**src/rtl/monitor_pkg.sv**
```systemverilog
// monitor_pkg
// Shared definitions for the monitor-bus statistics block: the 64-bit
// monitor packet type, the location of the packet-type field and the
// packet-type codes produced by the AXIL4 read/write monitors.
package monitor_pkg;

    localparam int PKT_TYPE_MSB = 63;
    localparam int PKT_TYPE_LSB = 60;

    typedef logic [63:0] monbus_pkt_t;

    // Codes 7..15 are legal on the bus but carry no statistics meaning.
    typedef enum logic [3:0] {
        PktTypeError      = 4'd0,
        PktTypeCompletion = 4'd1,
        PktTypeThreshold  = 4'd2,
        PktTypeTimeout    = 4'd3,
        PktTypePerf       = 4'd4,
        PktTypeAddrMatch  = 4'd5,
        PktTypeDebug      = 4'd6
    } pkt_type_e;

    function automatic pkt_type_e pkt_type(input monbus_pkt_t pkt);
        return pkt_type_e'(pkt[PKT_TYPE_MSB:PKT_TYPE_LSB]);
    endfunction

endpackage

```
**src/rtl/monbus_stats_fifo.sv**
```systemverilog
// monbus_stats_fifo
// Synchronous packet FIFO with registered occupancy. Output data is read
// straight from the storage array at the read pointer, so a packet written
// into an empty FIFO becomes visible the cycle after the write (no bypass).
//
// Ports:
//   clk, rst        clock, asynchronous active-high reset
//   i_push, i_data  write request and packet
//   i_pop           read request (consumes o_data)
//   o_data          head-of-queue packet, valid while !o_empty
//   o_full/o_empty  occupancy flags
//   o_level         number of stored packets, 0..DEPTH
//
// A push while full is accepted only when a pop happens in the same cycle;
// a pop while empty is ignored.
module monbus_stats_fifo
    import monitor_pkg::*;
#(
    parameter int DEPTH = 4
) (
    input  logic                     clk,
    input  logic                     rst,
    input  logic                     i_push,
    input  monbus_pkt_t              i_data,
    input  logic                     i_pop,
    output monbus_pkt_t              o_data,
    output logic                     o_full,
    output logic                     o_empty,
    output logic [$clog2(DEPTH):0]   o_level
);

    localparam int AW = $clog2(DEPTH);

    monbus_pkt_t r_mem [DEPTH];
    // Pointers carry one extra wrap bit so full and empty are distinguishable.
    logic [AW:0] r_wr_ptr;
    logic [AW:0] r_rd_ptr;

    logic [AW:0] w_level;
    logic        w_do_push;
    logic        w_do_pop;

    assign w_level   = r_wr_ptr - r_rd_ptr;
    assign o_level   = w_level;
    assign o_full    = (w_level == (AW+1)'(DEPTH));
    assign o_empty   = (r_wr_ptr == r_rd_ptr);
    assign o_data    = r_mem[r_rd_ptr[AW-1:0]];

    assign w_do_pop  = i_pop & ~o_empty;
    assign w_do_push = i_push & (~o_full | w_do_pop);

    always_ff @(posedge clk or posedge rst) begin
        if (rst) begin
            r_wr_ptr <= '0;
            r_rd_ptr <= '0;
        end else begin
            if (w_do_push) r_wr_ptr <= r_wr_ptr + 1'b1;
            if (w_do_pop)  r_rd_ptr <= r_rd_ptr + 1'b1;
        end
    end

    // Storage needs no reset: nothing is read until the pointers say so.
    always_ff @(posedge clk) begin
        if (w_do_push) r_mem[r_wr_ptr[AW-1:0]] <= i_data;
    end

endmodule

```
**src/rtl/axil4_monbus_stats.sv**
```systemverilog
// axil4_monbus_stats
// Buffers the 64-bit monitor bus from an AXIL4 read/write monitor, forwards
// every packet unchanged and keeps saturating error / transaction / drop
// counters.
//
// Handshake: a transfer happens on a rising aclk edge where valid and ready
// are both high; valid must hold its packet stable until that edge, and ready
// is allowed to depend only on registered state.
//
// Ports:
//   aclk, areset                        clock, asynchronous active-high reset
//   monbus_in_valid/ready/packet        upstream monitor bus
//   monbus_out_valid/ready/packet       downstream monitor-bus fabric
//   cfg_enable                          counters advance only while high
//   cfg_drop_on_full                    1: always ready, drop when full
//   cfg_count_clear                     one-cycle pulse, zeroes counters
//   error_count                         ERROR + TIMEOUT packets accepted
//   transaction_count                   COMPLETION packets accepted
//   dropped_count                       packets discarded while full
//   fifo_level, busy                    occupancy, occupancy != 0
module axil4_monbus_stats
    import monitor_pkg::*;
#(
    parameter int FIFO_DEPTH    = 4,
    parameter int ERR_CNT_WIDTH = 16,
    parameter int TXN_CNT_WIDTH = 32
) (
    input  logic                          aclk,
    input  logic                          areset,
    input  logic                          monbus_in_valid,
    output logic                          monbus_in_ready,
    input  logic [63:0]                   monbus_in_packet,
    output logic                          monbus_out_valid,
    input  logic                          monbus_out_ready,
    output logic [63:0]                   monbus_out_packet,
    input  logic                          cfg_enable,
    input  logic                          cfg_drop_on_full,
    input  logic                          cfg_count_clear,
    output logic [ERR_CNT_WIDTH-1:0]      error_count,
    output logic [TXN_CNT_WIDTH-1:0]      transaction_count,
    output logic [ERR_CNT_WIDTH-1:0]      dropped_count,
    output logic [$clog2(FIFO_DEPTH):0]   fifo_level,
    output logic                          busy
);

    logic        r_ready_en;
    logic        w_full;
    logic        w_empty;
    logic        w_accept;
    logic        w_pop;
    logic        w_drop;
    logic        w_push;
    logic        w_count;
    pkt_type_e   w_type;
    logic        w_is_err;
    logic        w_is_txn;

    logic [ERR_CNT_WIDTH-1:0] r_error_count;
    logic [TXN_CNT_WIDTH-1:0] r_txn_count;
    logic [ERR_CNT_WIDTH-1:0] r_drop_count;

    // Keeps back-pressure ready low during reset and rises the cycle after
    // release, even though the empty FIFO would otherwise report !full.
    always_ff @(posedge aclk or posedge areset) begin
        if (areset) r_ready_en <= 1'b0;
        else        r_ready_en <= 1'b1;
    end

    assign monbus_in_ready  = cfg_drop_on_full ? 1'b1 : (r_ready_en & ~w_full);
    assign monbus_out_valid = ~w_empty;
    assign busy             = ~w_empty;

    assign w_accept = monbus_in_valid & monbus_in_ready;
    assign w_pop    = monbus_out_valid & monbus_out_ready;
    // Full with a concurrent pop still has room for the incoming packet.
    assign w_drop   = w_accept & w_full & ~w_pop;
    assign w_push   = w_accept & ~w_drop;

    assign w_type   = pkt_type(monbus_in_packet);
    assign w_is_err = (w_type == PktTypeError) || (w_type == PktTypeTimeout);
    assign w_is_txn = (w_type == PktTypeCompletion);
    assign w_count  = w_accept & cfg_enable;

    monbus_stats_fifo #(
        .DEPTH (FIFO_DEPTH)
    ) u_fifo (
        .clk     (aclk),
        .rst     (areset),
        .i_push  (w_push),
        .i_data  (monbus_in_packet),
        .i_pop   (w_pop),
        .o_data  (monbus_out_packet),
        .o_full  (w_full),
        .o_empty (w_empty),
        .o_level (fifo_level)
    );

    // Counters: clear wins over increment; increments stop at all-ones.
    always_ff @(posedge aclk or posedge areset) begin
        if (areset) begin
            r_error_count <= '0;
        end else if (cfg_count_clear) begin
            r_error_count <= '0;
        end else if (w_count && w_is_err && !(&r_error_count)) begin
            r_error_count <= r_error_count + 1'b1;
        end
    end

    always_ff @(posedge aclk or posedge areset) begin
        if (areset) begin
            r_txn_count <= '0;
        end else if (cfg_count_clear) begin
            r_txn_count <= '0;
        end else if (w_count && w_is_txn && !(&r_txn_count)) begin
            r_txn_count <= r_txn_count + 1'b1;
        end
    end

    always_ff @(posedge aclk or posedge areset) begin
        if (areset) begin
            r_drop_count <= '0;
        end else if (cfg_count_clear) begin
            r_drop_count <= '0;
        end else if (w_count && w_drop && !(&r_drop_count)) begin
            r_drop_count <= r_drop_count + 1'b1;
        end
    end

    assign error_count       = r_error_count;
    assign transaction_count = r_txn_count;
    assign dropped_count     = r_drop_count;

endmodule
```
**config.mk**
```make
export PLATFORM = sky130hd
export DESIGN_NAME = axil4_monbus_stats
export DESIGN_NICKNAME = d
export VERILOG_FILES = /design/src/rtl/monitor_pkg.sv /design/src/rtl/monbus_stats_fifo.sv /design/src/rtl/axil4_monbus_stats.sv
export SDC_FILE = /design/constraint.sdc
export NUM_CORES = 1
export LEC_CHECK = 0
export ABC_AREA = 1
export CORE_MARGIN = 2
export CORE_UTILIZATION = 49
export DETAILED_ROUTE_END_ITERATION = 6
export GPL_TIMING_DRIVEN = 0
export PLACE_DENSITY = 0.76
export SETUP_SLACK_MARGIN = 0.2
export SLEW_MARGIN = 20
export SYNTH_ARGS = -nofsm -noshare
export SYNTH_HDL_FRONTEND = slang
export SYNTH_HIERARCHICAL = 1
export SYNTH_SLANG_ARGS = --single-unit
```
**constraint.sdc**
```tcl
create_clock -name aclk -period 4.93 [get_ports aclk]
set_input_delay 1.2325 -clock aclk [delete_from_list [all_inputs] [get_ports aclk]]
set_output_delay 1.2325 -clock aclk [all_outputs]
set_load 0.02 [all_outputs]
```
==> results of run 1 <==
## sequential cells by signal, summed over array words and instances (netlist names)
signal             count
dropped_count         16
u_fifo/r_rd_ptr        3
u_fifo/r_mem         256
u_fifo/r_wr_ptr        3
transaction_count     32
error_count           16
r_ready_en             1
## layout by cell type (no fill, tap or decap), types with 32 or more instances in the layout
cell and instances:
dfrtp_1 71, nand2_1 246, o21ai_1 47, nor2_1 220, inv_1 68, clkbuf_16 36, o22ai_1 64, nand3_1 66
o21ai_0 98, clkdlybuf4s50_1 203, clkbuf_1 32, edfxtp_1 256
## cell families after synthesis
group / synth area share (%)
muxes: 0.0701
DFF: 66.3
adders and majority gates: 1.02
and+or+nand+nor: 17.8
other: 0.0263
buffers and inverters: 4.68
AOI/OAI and AO/OA: 8.32
xor gates and xnor gates: 1.84
## tightest hold or removal path, delay by kind of cell, from the launching register on
kind / cells / cell delay, ps
DFF: 1 / 380
and+or+nand+nor: 2 / 110
## layer usage
layer | vias to the layer above | track usage, % | part of all wire [%]
li1 | 5081 | - | -
met1 | 5132 | 29.9 | 41
met2 | 376 | 39.2 | 48
met3 | 62 | 6.68 | 8.2
met4 | 8 | 7.12 | 2.2
met5 | - | 0 | 0.13
## power breakdown
| part | total, mW | switching [mW] | internal [mW] |
|---|---|---|---|
| combinational | 3.90 | 2.36 | 1.54 |
| clock | 2.60 | 1.04 | 1.56 |
| sequential | 3.60 | 0.124 | 3.47 |
## worst max path at each step
stage | to | slack [ps] | depth (start not counted)
floorplan | u_fifo/r_mem[0][0] | -530 | 12
global placement | u_fifo/r_mem[0][26] | -2680 | 6
detailed placement | monbus_in_ready | 730 | 10
CTS | monbus_in_ready | 270 | 10
global route | monbus_in_ready | 500 | 10
finish | monbus_in_ready | 740 | 10
## layout make-up
type                            count  area share (%)
Tap cell                          384            2.63
Clock buffer                       43            5.08
Timing Repair Buffer              215            12.7
Clock inverter                     22            1.20
Buffer                             58            2.05
Inverter                           77            1.65
Sequential cell                   327            51.9
Multi-Input combinational cell    859            22.9
## metrics by stage
| step | setup WS [ps] | total power, mW | cell area, µm² | hold WS (ps) | std cells |
|---|---|---|---|---|---|
| floorplan | -526 | 5.79 | 14300 | 483 | 1321 |
| CTS | 271 | 10.2 | 18200 | 528 | 1985 |
| global placement | -2680 | 7.40 | 16800 | 507 | 1909 |
| finish | 744 | 10.1 | 18200 | 524 | 1985 |
| detailed placement | 728 | 7.56 | 17100 | 515 | 1920 |
| global route | 503 | 10.6 | 18200 | 537 | 1985 |
==> impl_metrics.tcl, run 1 <==
set metrics [dict create \
    netlist_area_um2 14300 \
    clock.fmax_mhz 239 \
    worstSetupPathType "reg2out" \
    cp_num_buf_inv 5 \
    drt_pre_antenna_iters 5 \
    hold-path-endpoint "u_fifo/r_wr_ptr[2]" \
    path_cells "inv_2, buf_2, buf_4, fa_1, nor2_1, a21boi_1, inv_1, nand2_1, nand2_1, dlymetal6s2s_1" \
    root_buffer "clkbuf_16" \
    worstReg2RegEnd "u_fifo/r_mem[0][7]" \
    antenna_found_initial 4 \
    wire_per_inst_um 18.2 \
    cts_hold_buffers 0 \
    cp.arrival_ps 2950 \
    yosysWarnings 6 \
    clock_sinks 327 \
    antenna_left 0 \
    start_kind "flop" \
    p_leak_nw 6.79 \
    avgSynthCellArea_um2 10.8 \
    fin_crit_ps 4190 \
    crit_path_start "u_fifo/r_rd_ptr[1]" \
    yosysMostFrequentCell "edfxtp_1" \
    io_buffer_count 204 \
    area_growth_pct 27.8 \
    ys_seq_elements 327 \
    grt_max_degree 38 \
    drt_iter0_markers 1025 \
    skew_ps 26.0 \
    cts.clk_slew.worst_paths_ps 60 \
    cp_common_cell "nand2_1" \
    grt_pass1_wl_mm 56.1 \
    final_core_util_pct 63.6 \
    dr_total_vias 10659 \
    seqCellArea_um2 9460 \
    synth_nets 1403 \
    nFillCells 2226 \
    dp_hpwl_mm 24.1 \
    netlist_top_cells_area "edfxtp_1 54%, dfrtp_1 12%, nand2_1 6.5%" \
    finalNetCount 1656 \
    slew_viol_final 0 \
    die_w_um 175 \
    holdCritPathClass "reg2reg" \
    period_share_pct 84.9 \
    grt_usage_pct 23.5 \
    multiInputGateArea_um2 4170 \
    end_kind "output port" \
    reg2reg_from "u_fifo/r_rd_ptr[1]" \
    gp_congestion 0.914 \
    status "finished, final reports clean" \
    min_from "u_fifo/r_wr_ptr[2]" \
    rsz0062_at_grt "no" \
    cts_buffer_depth 3 \
    async_flop_share_pct 21.7 \
    h-tree-depth 2 \
    tightest_slew_ps 698 \
    setup_viol 0 \
    wl_mm 36.2 \
    yosys.area.top_type "edfxtp_1" \
    grt_pass1_vias 10602 \
    drcViolationCount 0 \
    ff2ff_setup_slack_ps 1360 \
    tns_ps 0 \
    cts.repair.resized 1 \
    cts_tree "done" \
    drive_gt1_share_pct 8.00 \
    slowest_stage "dfrtp_1" \
    reg2regPathDepth 14 \
    synth_common_cells "256 x edfxtp_1, 246 x nand2_1, 223 x nor2_1, 98 x o21ai_0, 71 x dfrtp_1" \
    core_area_um2 28700 \
    hold_violations 0 \
    ios 205 \
    synth-edff-count 256 \
    viasPerCell 5.37 \
    seq_area_frac_synth_pct 66.3 \
    overflow 0 \
    die_area_um2 30500 \
    synth_cells 1321 \
    peakVddDrop_mv 0.245 \
    num_rows 62 \
    crit_fanout 11 \
    synth_ff_type "edfxtp_1" \
    start_util_pct 49.8 \
    worstPathRequired_ps 3700 \
    max_slew_margin_pct 53.4 \
    hold_path_depth 2 \
    cts_setup_buffers 0 \
    crit_family "buffers and inverters" \
    cellPowerDensity_nw_per_um2 553 \
    clock_latency_ps 510 \
    netlist.area_leader.share_pct 53.8 \
    n_antenna_cell 0 \
    die-height_um 175 \
    numCtsBuffers 36 \
    ys_types 42 \
    cp_slowest_stage_delay_ps 450 \
    maxCapViolCount 0 \
]
(Power assumes the default switching activity.)
==> run 2, diff against run 1 <==
--- a/config.mk
+++ b/config.mk
@@ -7,10 +7,10 @@
 export LEC_CHECK = 0
 export ABC_AREA = 1
 export CORE_MARGIN = 2
-export CORE_UTILIZATION = 49
+export CORE_UTILIZATION = 55
 export DETAILED_ROUTE_END_ITERATION = 6
 export GPL_TIMING_DRIVEN = 0
-export PLACE_DENSITY = 0.76
+export PLACE_DENSITY = 0.8
 export SETUP_SLACK_MARGIN = 0.2
 export SLEW_MARGIN = 20
 export SYNTH_ARGS = -nofsm -noshare
==> constraint.sdc (replaced) <==
create_clock -name aclk -period 3.9 [get_ports aclk]
set_input_delay 0.975 -clock aclk [delete_from_list [all_inputs] [get_ports aclk]]
set_output_delay 0.975 -clock aclk [all_outputs]
set_load 0.02 [all_outputs]
==> run 2 against run 1 <==
  * Flip-flop and latch count stayed put
  * Total power is 26% higher
  * Global-route usage is 3.3 points higher
  * Non-clock buffer count is 3 higher
  * Register-to-register slack worse by 990 ps
  * Utilization is 8.3 points higher
  * Sequential share of layout area is 0.12 points higher
  * Combinational power is 30% higher
  * Critical path depth is 5 lower
  * Sequential power is 27% higher
  * Clock skew is 9.0 ps lower
  * Setup slack worse by 560 ps
  * Critical path type unchanged
  * Largest cell class unchanged
  * Highest routed layer unchanged
==> impl_metrics.tcl, run 2 (synthesized netlist as in run 1, its figures left out) <==
set metrics [dict create \
    clock_latency_ps 520 \
    die_area_um2 27300 \
    num_rows 58 \
    p_leak_nw 6.78 \
    crit_fanout 10 \
    largest_register_ffs 256 \
    multiInputGateArea_um2 4190 \
    hold_path_depth 2 \
    wl_mm 36.8 \
    cp.arrival_ps 2740 \
    cts_tree "done" \
    max_slew_margin_pct 42.9 \
    cts_buffer_depth 3 \
    viasPerCell 5.59 \
    min_from "u_fifo/r_wr_ptr[2]" \
    start_util_pct 56.4 \
    area_growth_pct 27.5 \
    seqCellArea_um2 9470 \
    numCtsBuffers 34 \
    clock_sinks 327 \
    dr_total_vias 10798 \
    nFillCells 1726 \
    dp_cells 1866 \
    fin_ws_ps 186 \
    gp_congestion 0.937 \
    whs_ps 531 \
    hold_violations 0 \
    grt_usage_pct 26.8 \
    antenna_left 0 \
    die_w_um 165 \
    final_common_cell "edfxtp_1" \
    core_area_um2 25300 \
    cellPowerDensity_nw_per_um2 701 \
    worstReg2RegEnd "u_fifo/r_mem[2][25]" \
    period_share_pct 95.2 \
    mostFrequentLayoutCells "256 x edfxtp_1, 245 x nand2_1, 219 x nor2_1, 202 x clkdlybuf4s50_1, 98 x o21ai_0" \
    tightest_slew_ps 856 \
    reg2regPathDepth 14 \
    tns_ps 0 \
    grt_max_degree 51 \
    drt_iter0_markers 1094 \
    grt_pass1_vias 10611 \
    root_buffer "clkbuf_16" \
    worstSetupPathType "reg2out" \
    rsz0062_at_grt "yes" \
    slew_viol_final 0 \
    status "finished, final reports clean" \
    start_kind "flop" \
    ff2ff_setup_slack_ps 370 \
    drive_gt1_share_pct 8.81 \
    end_kind "output port" \
    grt_pass1_wl_mm 55.6 \
    stdcell_area_um2 18200 \
    finalNetCount 1659 \
    clock.fmax_mhz 269 \
    die-height_um 165 \
    wire_per_inst_um 19.0 \
    skew_ps 17.0 \
    fin_crit_ps 3710 \
    reg2reg_from "u_fifo/r_rd_ptr[0]" \
    io_buffer_count 204 \
    instances_no_fill 1932 \
    cts.clk_slew.worst_paths_ps 60 \
    drcViolationCount 0 \
    maxCapViolCount 0 \
    h-tree-depth 2 \
    holdCritPathClass "reg2reg" \
    ios 205 \
    antenna_found_initial 4 \
    peakVddDrop_mv 0.483 \
    worstPathRequired_ps 2920 \
    dp_hpwl_mm 24.3 \
    hold-path-endpoint "u_fifo/r_wr_ptr[2]" \
    placed_area_um2 17100 \
    pre_cts_slack_ps -263 \
    drt_pre_antenna_iters 5 \
    setup_viol 0 \
    overflow 0 \
]
run 2: cell count changes in the layout (fill, tap and decap cells not counted), sizes merged, moves of 2 or more:
cell / before / now
dlygate4sd2: 0 / 2
inv: 77 / 75
buf: 41 / 44
clkinvlp: 1 / 4
clkinv: 17 / 12
diode: 0 / 2
run 2: power breakdown:
| group | total (mW) | internal [mW] | leakage [nW] | switching [mW] |
|---|---|---|---|---|
| logic | 5.06 | 2.00 | 2.95 | 3.06 |
| registers | 4.56 | 4.39 | 3.31 | 0.168 |
| clock network | 3.14 | 1.85 | 0.521 | 1.28 |
| total | 12.8 | 8.25 | 6.78 | 4.51 |
run 2: through the flow:
stage | util (%) | total power, mW
finish | 71.9 | 12.8
global route | 71.9 | 13.3
CTS | 71.7 | 12.8
detailed placement | 67.3 | 9.54
global placement | 66.2 | 9.27
floorplan | - | 7.32
run 2: area by class of cell:
class                           instances  share of cell area (%)
Sequential cell                       327                    52.0
Multi-Input combinational cell        860                    23.0
Timing Repair Buffer                  218                    12.9
Clock buffer                           43                    4.97
Tap cell                              330                    2.27
Buffer                                 58                    2.16
Inverter                               77                    1.66
Clock inverter                         16                   0.989
Timing Repair inverter                  1                  0.0412
Antenna cell                            2                  0.0275
run 2: metal layers:
layer  track usage, %  vias to the layer above  part of all wire [%]
met1             33.3                     5139                    40
met5                0                        -                 0.071
li1                 -                     5094                     -
met4             8.42                        4                   2.6
met2             47.2                      482                    50
met3             5.39                       79                   7.9
run 2: how the worst max path moves through the flow:
| stage | slack, ps | start | cells after the start | endpoint |
|---|---|---|---|---|
| after global routing | 110 | u_fifo/r_rd_ptr[1] | 10 | monbus_in_ready |
| after detailed placement | -260 | u_fifo/r_rd_ptr[1] | 16 | u_fifo/r_mem[3][26] |
| after CTS | 150 | u_fifo/r_rd_ptr[1] | 10 | monbus_in_ready |
| after global placement | -1650 | u_fifo/r_rd_ptr[1] | 12 | u_fifo/r_mem[0][26] |
| after floorplan | -290 | u_fifo/r_rd_ptr[1] | 12 | u_fifo/r_mem[0][0] |
| final | 190 | u_fifo/r_rd_ptr[1] | 5 | monbus_out_packet[13] |
run 2: repair_timing:
| action | CTS | global route |
|---|---|---|
| setup buffers | 0 | 3 |
| gates resized for setup | 14 | 7 |
| pin swaps | 0 | 1 |
| hold buffers | 0 | 0 |
| cloned | 1 | 1 |
| setup endpoints to repair | 148 | 57 |
run 2: critical path: stages (launching register included):
cell and delay (ps):
dfrtp_2 430, buf_4 240, clkbuf_1 380, o21ai_0 200, o22ai_1 310, clkdlybuf4s50_1 670
==> RTL edit, RTL diff (config.mk and constraints of run 1) <==
The parameter `TXN_CNT_WIDTH` goes from 32 to 24.
--- a/src/rtl/axil4_monbus_stats.sv
+++ b/src/rtl/axil4_monbus_stats.sv
@@ -24,5 +24,5 @@
     parameter int FIFO_DEPTH    = 4,
     parameter int ERR_CNT_WIDTH = 16,
-    parameter int TXN_CNT_WIDTH = 32
+    parameter int TXN_CNT_WIDTH = 24
 ) (
     input  logic                          aclk,
Interface: changed (resized transaction_count); port bits go from 205 to 197. No check against the original RTL was run, so the function may have changed too.
==> RTL edit against run 1 <==
  * Clock power shrank 5%
  * Clock skew shrank 7.0 ps
  * Sequential share of layout area grew 1.1 points
  * Final area shrank 4.2%
  * Setup slack lost 13 ps
  * Power shrank 1.8%
  * Area after synthesis shrank 4.4%
  * Hold slack gained 5.5 ps
  * Final cell count shrank 6.4%
  * Sequential power shrank 2%
  * Critical path depth is the same
  * Sequential cell count shrank 8
  * Routed wire length shrank 6.8%
==> RTL edit: results (changes against run 1) <==
| Metric | Value |
|---|---|
| Seq/Total Area, Yosys | `67.9% (+1.6 points)` |
| Layout cells sized above 1 | `8.12% (+0.13 points)` |
| CTS max path bufs | `3 (unchanged)` |
| Worst Tran Pin Value | `834 ps (+136 ps)` |
| Fill cells | `2,143 (-3.7%)` |
| Met3 WL | `3080 um (+3.3%)` |
| Area post-placement | `0.0164 sq mm (-4.1%)` |
| Clk_lat worst skew | `510 ps (about the same)` |
| Clock buffer count from CTS | `34 (-5.6%)` |
| Leak Pwr | `6.38 nW (-6.1%)` |
| Synthesis Warnings | `6 (unchanged)` |
| Hold depth | `2 (unchanged)` |
| Met2 WL | `16,300 um (-6.7%)` |
| Root Driver | `clkbuf_16` |
| Top delay family on crit path | `buffers and inverters` |
| Worst-path clk slew | `60 ps (about the same)` |
| CP startpoint kind | `flip-flop` |
| Met3 Usage GRT | `5.32% (-1.4 points)` |
| GRT Overall Usage | `23.1% (-0.42 points)` |
| Vias in the first global route | `9,793 (-7.6%)` |
| Crit-path max FO | `11 (unchanged)` |
| Final #Nets | `1,536 (-7.2%)` |
| Critical path arrival | `2970 ps (+20 ps)` |
| DR top layer | `met5` |
| Met1 wire length | `13,600 um (-8.6%)` |
| Synthesized Nets | `1,293 (-7.8%)` |
| Gp weighted congestion | `0.898 (-1.7%)` |
| Initial DRC count | `837 (-18%)` |
| Initial antenna violation count | `1 (-3)` |
| Post-DR vias/cell | `5.37 (about the same)` |
| EDFF count, synth | `256 (unchanged)` |
| R2R cell count | `14 (unchanged)` |
| First-pass GRT wire length | `52,100 um (-7.1%)` |
| Library cells used by synthesis | `41 (-2.4%)` |
| Status | `finished clean` |
| Max Clock Skew | `19.0 ps (-7.01 ps)` |
| Worst IR Drop VDD | `0.316 mV (+29%)` |
| Cts hold-fix bufs | `0 (unchanged)` |
| Worst-path cell with the longest stage delay | `fa_1` |
| Global routing met1 resource utilization | `30.0% (+0.090 points)` |
| Hold WC Path Type | `flip-flop to flip-flop` |
| Setup bufs post-CTS | `0 (unchanged)` |
| Drt pass-1 iters | `5 (unchanged)` |
| Post-synth ARST share | `19.7% (-2.0 points)` |
| M2 GR Usage | `39.0% (-0.19 points)` |
| Total Wirelength | `33,700 um (-6.8%)` |
| Most numerous cell in the Yosys netlist | `edfxtp_1` |
| Buffers on Ports | `196 (-3.9%)` |
| Top cells by area, synth | `edfxtp_1, dfrtp_1, nand2_1` |
| Most common library cells after synthesis | `edfxtp_1, nand2_1, nor2_1, o21ai_0, o22ai_1` |
| Max reg flops | `256 (unchanged)` |
| Largest net degree at the start of global routing | `50 (+32%)` |
| Dpl hpwl | `22,500 um (-6.6%)` |
| H-tree Lvls | `2 (unchanged)` |
==> RTL edit: cell types whose count changed after synthesis, sizes merged, moves of 3 or more <==
| cell | before | now |
|---|---|---|
| nand2 | 257 | 212 |
| nor2 | 228 | 209 |
| inv | 76 | 61 |
| nand4 | 27 | 18 |
| dfrtp | 71 | 63 |
| a21oi | 8 | 2 |
| nand3 | 68 | 63 |
| buf | 30 | 27 |
| clkbuf | 28 | 25 |
| nor3 | 8 | 5 |
==> RTL edit: path summary, 6_finish.rpt <==
kind	end	slack, ps	startpoint
setup / recovery	monbus_in_ready	730	u_fifo/r_rd_ptr[1]$_DFFE_PP0P_
hold / removal	transaction_count[1]$_DFFE_PP0P_	530	transaction_count[1]$_DFFE_PP0P_
setup reg to reg	u_fifo/r_mem[2][38]$_DFFE_PP_	1510	u_fifo/r_rd_ptr[1]$_DFFE_PP0P_
hold reg to reg	transaction_count[1]$_DFFE_PP0P_	530	transaction_count[1]$_DFFE_PP0P_
max in group asynchronous	error_count[13]$_DFFE_PP0P_	3400	areset
min in group asynchronous	transaction_count[11]$_DFFE_PP0P_	1040	areset
==> RTL edit: where the power goes <==
| group | total [W] | internal (W) | switching [W] |
|---|---|---|---|
| clock network | 0.00247 | 0.00146 | 0.00101 |
| logic | 0.00392 | 0.00155 | 0.00237 |
| registers | 0.00352 | 0.00341 | 0.000116 |
| total | 0.00992 | 0.00642 | 0.00350 |
==> RTL edit: layout make-up <==
| class | count | share of cell area, % |
|---|---|---|
| multi-input combinational | 778 | 21.9 |
| inverter | 62 | 1.40 |
| antenna | 2 | 0.0286 |
| clock buffer | 41 | 5.14 |
| clock inverter | 18 | 1.04 |
| tap | 378 | 2.70 |
| timing repair buffer | 207 | 12.8 |
| sequential | 319 | 53.0 |
| buffer | 52 | 1.94 |
==> RTL edit: through the flow <==
| step | util, % | hold WS [ps] | setup WS (ps) | instances | setup TNS, ps |
|---|---|---|---|---|---|
| CTS | 63.2 | 535 | 232 | 1855 | 0 |
| finish | 63.3 | 530 | 731 | 1857 | 0 |
| detailed placement | 59.3 | 519 | 704 | 1796 | 0 |
| global placement | 58.2 | 506 | -2720 | 1785 | -533630 |
| global route | 63.3 | 573 | 504 | 1855 | 0 |
| floorplan | - | 483 | -526 | 1211 | -100910 |
==> RTL edit: cells by family after synthesis <==
kind of cell	count (synthesis)	synth area share (%)
muxes	1	0.0733
AOI/OAI and AO/OA	217	8.64
adders and majority gates	11	1.06
and+or+nand+nor	515	16.0
xor gates and xnor gates	33	2.12
buffers and inverters	114	4.23
DFF	319	67.9
other	1	0.0275
==> RTL edit: repair_timing <==
item,CTS,global route
pin swaps,0,0
gates resized for setup,1,3
setup endpoints to repair,1,1
